File: src/rtl/pipe_stage_latch_pkg.sv
// Shared pipeline-latch types: the canonical NOP control word and the skid-buffer state encoding.
package pipe_stage_latch_pkg;

  localparam int CONTROL_WIDTH = 16;

  typedef enum logic [2:0] {
    alu_add  = 3'b000,
    alu_and  = 3'b001,
    alu_not  = 3'b010,
    alu_xor  = 3'b011,
    alu_sll  = 3'b100,
    alu_srl  = 3'b101,
    alu_sra  = 3'b110,
    alu_pass = 3'b111
  } alu_op_t;

  // Field layout: [15:13] opclass, [12:5] enables, [4:2] alu op, [1:0] writeback select.
  localparam logic [CONTROL_WIDTH-1:0] LC3B_NOP_CW = {3'b001, 8'h00, alu_add, 2'b11};

  // Encoding doubles as the occupancy count.
  typedef enum logic [1:0] {
    EMPTY = 2'd0,
    HALF  = 2'd1,
    FULL  = 2'd2
  } pipe_state_t;

  function automatic logic [1:0] pipe_occupancy(input pipe_state_t s);
    return logic'(s == FULL) ? 2'd2 : ((s == HALF) ? 2'd1 : 2'd0);
  endfunction

endpackage

File: src/rtl/pipe_stage_latch_reg.sv
// Generic load-enabled register with async active-low reset to a parameterised value.
// Latency: 1 cycle from ld to q. No backpressure; loads whenever ld is high.
module pipe_stage_latch_reg #(
  parameter int               WIDTH   = 8,
  parameter logic [WIDTH-1:0] RST_VAL = '0
) (
  input  logic             clk,
  input  logic             rst_n,
  input  logic             ld,
  input  logic [WIDTH-1:0] d,
  output logic [WIDTH-1:0] q
);

  always_ff @(posedge clk or negedge rst_n) begin
    if (!rst_n) begin
      q <= RST_VAL;
    end else if (ld) begin
      q <= d;
    end
  end

endmodule

File: src/rtl/pipe_stage_latch.sv
// Pipeline stage latch: 2-entry skid buffer with squash, flush and NOP bubbles on empty.
// Latency: 1 cycle into an empty (or draining half-full) latch; 1 beat/cycle throughput.
// Backpressure: absorbs 2 beats with out_ready low; in_ready is decoded from state only.
module pipe_stage_latch
  import pipe_stage_latch_pkg::*;
#(
  parameter int                WORD_W      = 16,
  parameter int                NUM_WORDS   = 4,
  parameter int                CTRL_W      = CONTROL_WIDTH,
  parameter logic [CTRL_W-1:0] NOP_CW      = LC3B_NOP_CW,
  parameter bit                SQUASH_DROP = 1'b0
) (
  input  logic                        clk,
  input  logic                        rst_n,
  input  logic                        in_valid,
  output logic                        in_ready,
  input  logic [NUM_WORDS*WORD_W-1:0] in_words,
  input  logic [CTRL_W-1:0]           in_cw,
  input  logic                        squash_in,
  input  logic                        flush,
  output logic                        out_valid,
  input  logic                        out_ready,
  output logic [NUM_WORDS*WORD_W-1:0] out_words,
  output logic [CTRL_W-1:0]           out_cw,
  output logic [1:0]                  occupancy
);

  localparam int PW = NUM_WORDS * WORD_W;
  localparam int EW = PW + CTRL_W;
  localparam logic [PW-1:0] IR_MASK = PW'({WORD_W{1'b1}});
  localparam logic [EW-1:0] ENTRY_RST = {{PW{1'b0}}, NOP_CW};

  pipe_state_t state_q, state_d;

  logic          in_fire, out_fire, accept;
  logic          main_ld, skid_ld;
  logic [EW-1:0] beat, main_d, main_q, skid_q;

  assign in_ready  = (state_q != FULL);
  assign out_valid = (state_q != EMPTY);
  assign occupancy = pipe_occupancy(state_q);

  assign in_fire  = in_valid & in_ready;
  assign out_fire = out_valid & out_ready;

  // A dropped squash or a flush means the input side sees no beat at all.
  assign accept = in_fire & ~flush & ~(squash_in & SQUASH_DROP);

  always_comb begin
    beat = {in_words, in_cw};
    if (squash_in && !SQUASH_DROP) begin
      beat = {in_words & ~IR_MASK, NOP_CW};
    end
  end

  always_comb begin
    state_d = state_q;
    main_ld = 1'b0;
    skid_ld = 1'b0;
    main_d  = beat;
    if (flush) begin
      state_d = EMPTY;
    end else begin
      case (state_q)
        EMPTY: begin
          if (accept) begin
            state_d = HALF;
            main_ld = 1'b1;
          end
        end
        HALF: begin
          if (accept && out_fire) begin
            main_ld = 1'b1;
          end else if (accept) begin
            state_d = FULL;
            skid_ld = 1'b1;
          end else if (out_fire) begin
            state_d = EMPTY;
          end
        end
        FULL: begin
          if (out_fire) begin
            state_d = HALF;
            main_ld = 1'b1;
            main_d  = skid_q;
          end
        end
        default: state_d = EMPTY;
      endcase
    end
  end

  always_ff @(posedge clk or negedge rst_n) begin
    if (!rst_n) begin
      state_q <= EMPTY;
    end else begin
      state_q <= state_d;
    end
  end

  pipe_stage_latch_reg #(
    .WIDTH   (EW),
    .RST_VAL (ENTRY_RST)
  ) u_main (
    .clk   (clk),
    .rst_n (rst_n),
    .ld    (main_ld),
    .d     (main_d),
    .q     (main_q)
  );

  pipe_stage_latch_reg #(
    .WIDTH   (EW),
    .RST_VAL (ENTRY_RST)
  ) u_skid (
    .clk   (clk),
    .rst_n (rst_n),
    .ld    (skid_ld),
    .d     (beat),
    .q     (skid_q)
  );

  // Empty latch presents a bubble so consumers ignoring out_valid still see a NOP.
  assign out_words = (state_q == EMPTY) ? '0 : main_q[EW-1:CTRL_W];
  assign out_cw    = (state_q == EMPTY) ? NOP_CW : main_q[CTRL_W-1:0];

endmodule
File: config.mk
export PLATFORM = sky130hd
export DESIGN_NAME = pipe_stage_latch
export DESIGN_NICKNAME = d
export VERILOG_FILES = /design/src/rtl/pipe_stage_latch_pkg.sv /design/src/rtl/pipe_stage_latch_reg.sv /design/src/rtl/pipe_stage_latch.sv
export SDC_FILE = /design/constraint.sdc
export NUM_CORES = 1
export LEC_CHECK = 0
export CORE_UTILIZATION = 27
export DETAILED_ROUTE_END_ITERATION = 16
export PLACE_DENSITY = 0.54
export SETUP_SLACK_MARGIN = 0.15
export SLEW_MARGIN = 20
export SYNTH_ARGS = -nofsm -noshare
export SYNTH_HDL_FRONTEND = slang
export SYNTH_HIERARCHICAL = 1
export SYNTH_SLANG_ARGS = --single-unit
File: constraint.sdc
create_clock -name clk -period 2.4 [get_ports clk]
set_clock_uncertainty 0.15 [all_clocks]
set_input_delay 0.24 -clock clk [delete_from_list [all_inputs] [get_ports clk]]
set_output_delay 0.24 -clock clk [all_outputs]
set_load 0.02 [all_outputs]
==> impl_metrics.toml <==
[timing]
drv_slew = 0
rsz0062_at_grt = "true"
finalSetupTns_ns = 0
final-hold-violation-count = 0
setup_viol = 0
slew_headroom_pct = 58.52
tightestPinTransition_ns = 0.6223
finalCritPeriodShare_pct = 92.00
post-route-min-period_ns = 2.208
max_freq_ghz = 0.4529

[synth]
ys_seq_elements = 162
netlist_area_um2 = 9089
synthCells = 567
synth_cell_types = 21
synth.avg_cell_area_um2 = 16.03
ys.warnings.count = 6
synthesis.nets = 653
synth-seq-area-share_pct = 44.69

[grt]
grt_pass1_vias = 5210
gr-total-overflow = 0
antenna_found_initial = 0
grt_usage_pct = 11.91
grt_util_met2_pct = 17.47
met1_usage_pct = 16.98
grt_max_degree = 60
grt_first_pass_wirelength_um = 31010
top_usage_layer = "met2"
met3_usage_pct = 3.737

[floorplanning]
initial_core_util_pct = 27.65
pin_count = 170
dieArea_um2 = 34400
rows = 66
die_y_um = 185.5
die_x_um = 185.5
core_um2 = 32870

[critical_path]
crit_path_end_kind = "flop"
slowest_stage = "dfrtp_2"
crit_fanout = 10
worstPathRequired_ns = 2.55
rrSetupSlack_ns = 0.19
max_stage_delay_ns = 0.43
crit_path_start_kind = "flop"
crit_type = "flop to flop"
cpMostUsedCell = "buf_12"
cp_cell_sequence = "buf_12 -> nor2b_4 -> inv_2 -> nor3b_4 -> buf_4 -> buf_12 -> buf_12 -> mux2_4 -> mux2_4"
arrival_ns = 2.36

[drt]
wl_um = 20460
vias = 4896
vias_per_cell = 4.043
postRouteAntennaNets = 0
wl_per_cell_um = 16.89
route.detailed.drc = 0
firstDrtPassIters = 4
first_iter_violations = 169

[power]
power.density_nw_per_um2 = 692.6
ir_drop_uv = 458.1
power_leakage_nw = 5.512

[clocking]
cts_tree = "yes"
clkSinkCount = 162
h-tree-depth = 4
clockRootBuffer = "clkbuf_16"
path_clk_slew_ns = 0.07
clk-insertion-delay-late_ns = 0.42
cts.path.max_buffers = 2
numCtsBuffers = 17

[layout]
drive_above_1_share_pct = 48.44
nFillCells = 3238
layout.nets = 841
area_delta_synth_final_pct = 30.51
final_cell_mix = "240 x mux2_4, 155 x dfrtp_1, 85 x clkdlybuf4s50_1"
final_common_cell = "mux2_4"
fin_util_pct = 36.09

[status]
status = "finished, final reports clean"

[placed_design]
globalplace.congestion = 0.6683
dpl.hpwl_um = 12940
io_buffers = 169

[run]
cap_violations = 0

[min_path]
hold_class = "input port to asynchronous set/reset pin"
[layer usage]
layer / share of wire (%) / wire, um / up-vias
met5: 0 / 0 / -
li1: - / - / 2326
met2: 42 / 8656 / 121
met1: 51 / 10470 / 2444
met3: 5.9 / 1212 / 5
met4: 0.55 / 113 / 0
[final timing paths]
check | from | endpoint | depth (start not counted)
max in group asynchronous | rst_n | u_skid/q[13]$_DFFE_PN1P_ | 3
min reg2reg | u_main/q[11]$_DFFE_PN0P_ | u_main/q[11]$_DFFE_PN0P_ | 1
max reg2reg | state_q[0]$_DFFE_PN0P_ | u_main/q[6]$_DFFE_PN0P_ | 9
min in group clk | in_words[26] | u_skid/q[42]$_DFFE_PN0P_ | 2
max | state_q[0]$_DFFE_PN0P_ | u_main/q[6]$_DFFE_PN0P_ | 9
min | rst_n | u_main/q[44]$_DFFE_PN0P_ | 2
[flip-flops by register name, indices dropped and copies added, names as in the netlist]
register	flops
state_q	2
u_main/q	80
u_skid/q	80
[timing repair]
action / CTS / global route
hold buffers: 1 / 0
gates cloned: 0 / 5
resized for setup: 111 / 31
hold endpoints to repair: 53 / 0
pin swaps: 0 / 1
setup endpoints to repair: 81 / 96
buffers inserted: 1 / 4
[metrics by stage]
stage	area, um2	hold WS (ns)	instances	power, mW	setup slack (ns)
finish	11860	0.2303	1211	8.215	0.1920
global route	11860	0.2602	1210	8.661	0.1298
CTS	11730	0.2431	1201	8.361	0.07866
detailed placement	11200	0.1319	1167	5.626	0.04627
global placement	11200	0.1308	1167	5.589	0.04738
floorplan	9089	-0.2056	567	4.960	0.3078
[critical path, delay by kind of cell, from the launching register on]
| kind | cells | cell delay (ns) |
|---|---|---|
| and+or+nand+nor | 2 | 0.29 |
| buffers and inverters | 5 | 0.66 |
| DFF | 1 | 0.43 |
| muxes | 2 | 0.56 |
[layout make-up]
type                    instances  area [um2]  area share, %
clock buffers                  20       446.7          3.766
diodes                          1       2.502        0.02110
clock inverters                12       122.6          1.034
well taps                     442       553.0          4.662
multi-input cells             365        4489          37.85
repair buffers                208        2181          18.39
inverters                       1       3.754        0.03165
flip-flops and latches        162        4063          34.25
[power by group]
| part | total, mW | switching (mW) | internal, mW |
|---|---|---|---|
| clock | 2.70 | 1.22 | 1.48 |
| combinational | 1.87 | 0.625 | 1.24 |
| sequential | 3.64 | 0.319 | 3.33 |
[synthesized netlist by cell type]
library cell,number,share of area [%]
mux2_4,240,40
dfrtp_1,156,43
and2_1,77,5.3
and2b_2,26,2.5
buf_12,24,5.3
clkbuf_1,12,0.50
dfstp_2,6,1.7
nand2b_1,4,0.28
nor2b_1,4,0.28
or2_2,4,0.28
buf_6,3,0.37
nand3b_1,2,0.17
a211oi_1,1,0.083
a21oi_1,1,0.055
a31oi_1,1,0.069
inv_2,1,0.041
nand2_1,1,0.041
nor2b_4,1,0.15
nor3_1,1,0.055
nor3b_2,1,0.14
or3_2,1,0.083
[logic make-up (layout without fill, tap and decap cells)]
family	after synthesis	count (layout)	synth area share (%)
buffers and inverters	40	241	6.195
other	0	1	0
AOI/OAI and AO/OA	3	3	0.2065
and+or+nand+nor	122	122	9.265
DFF	162	162	44.69
muxes	240	240	39.65
Power figures use the tool's default switching activity.
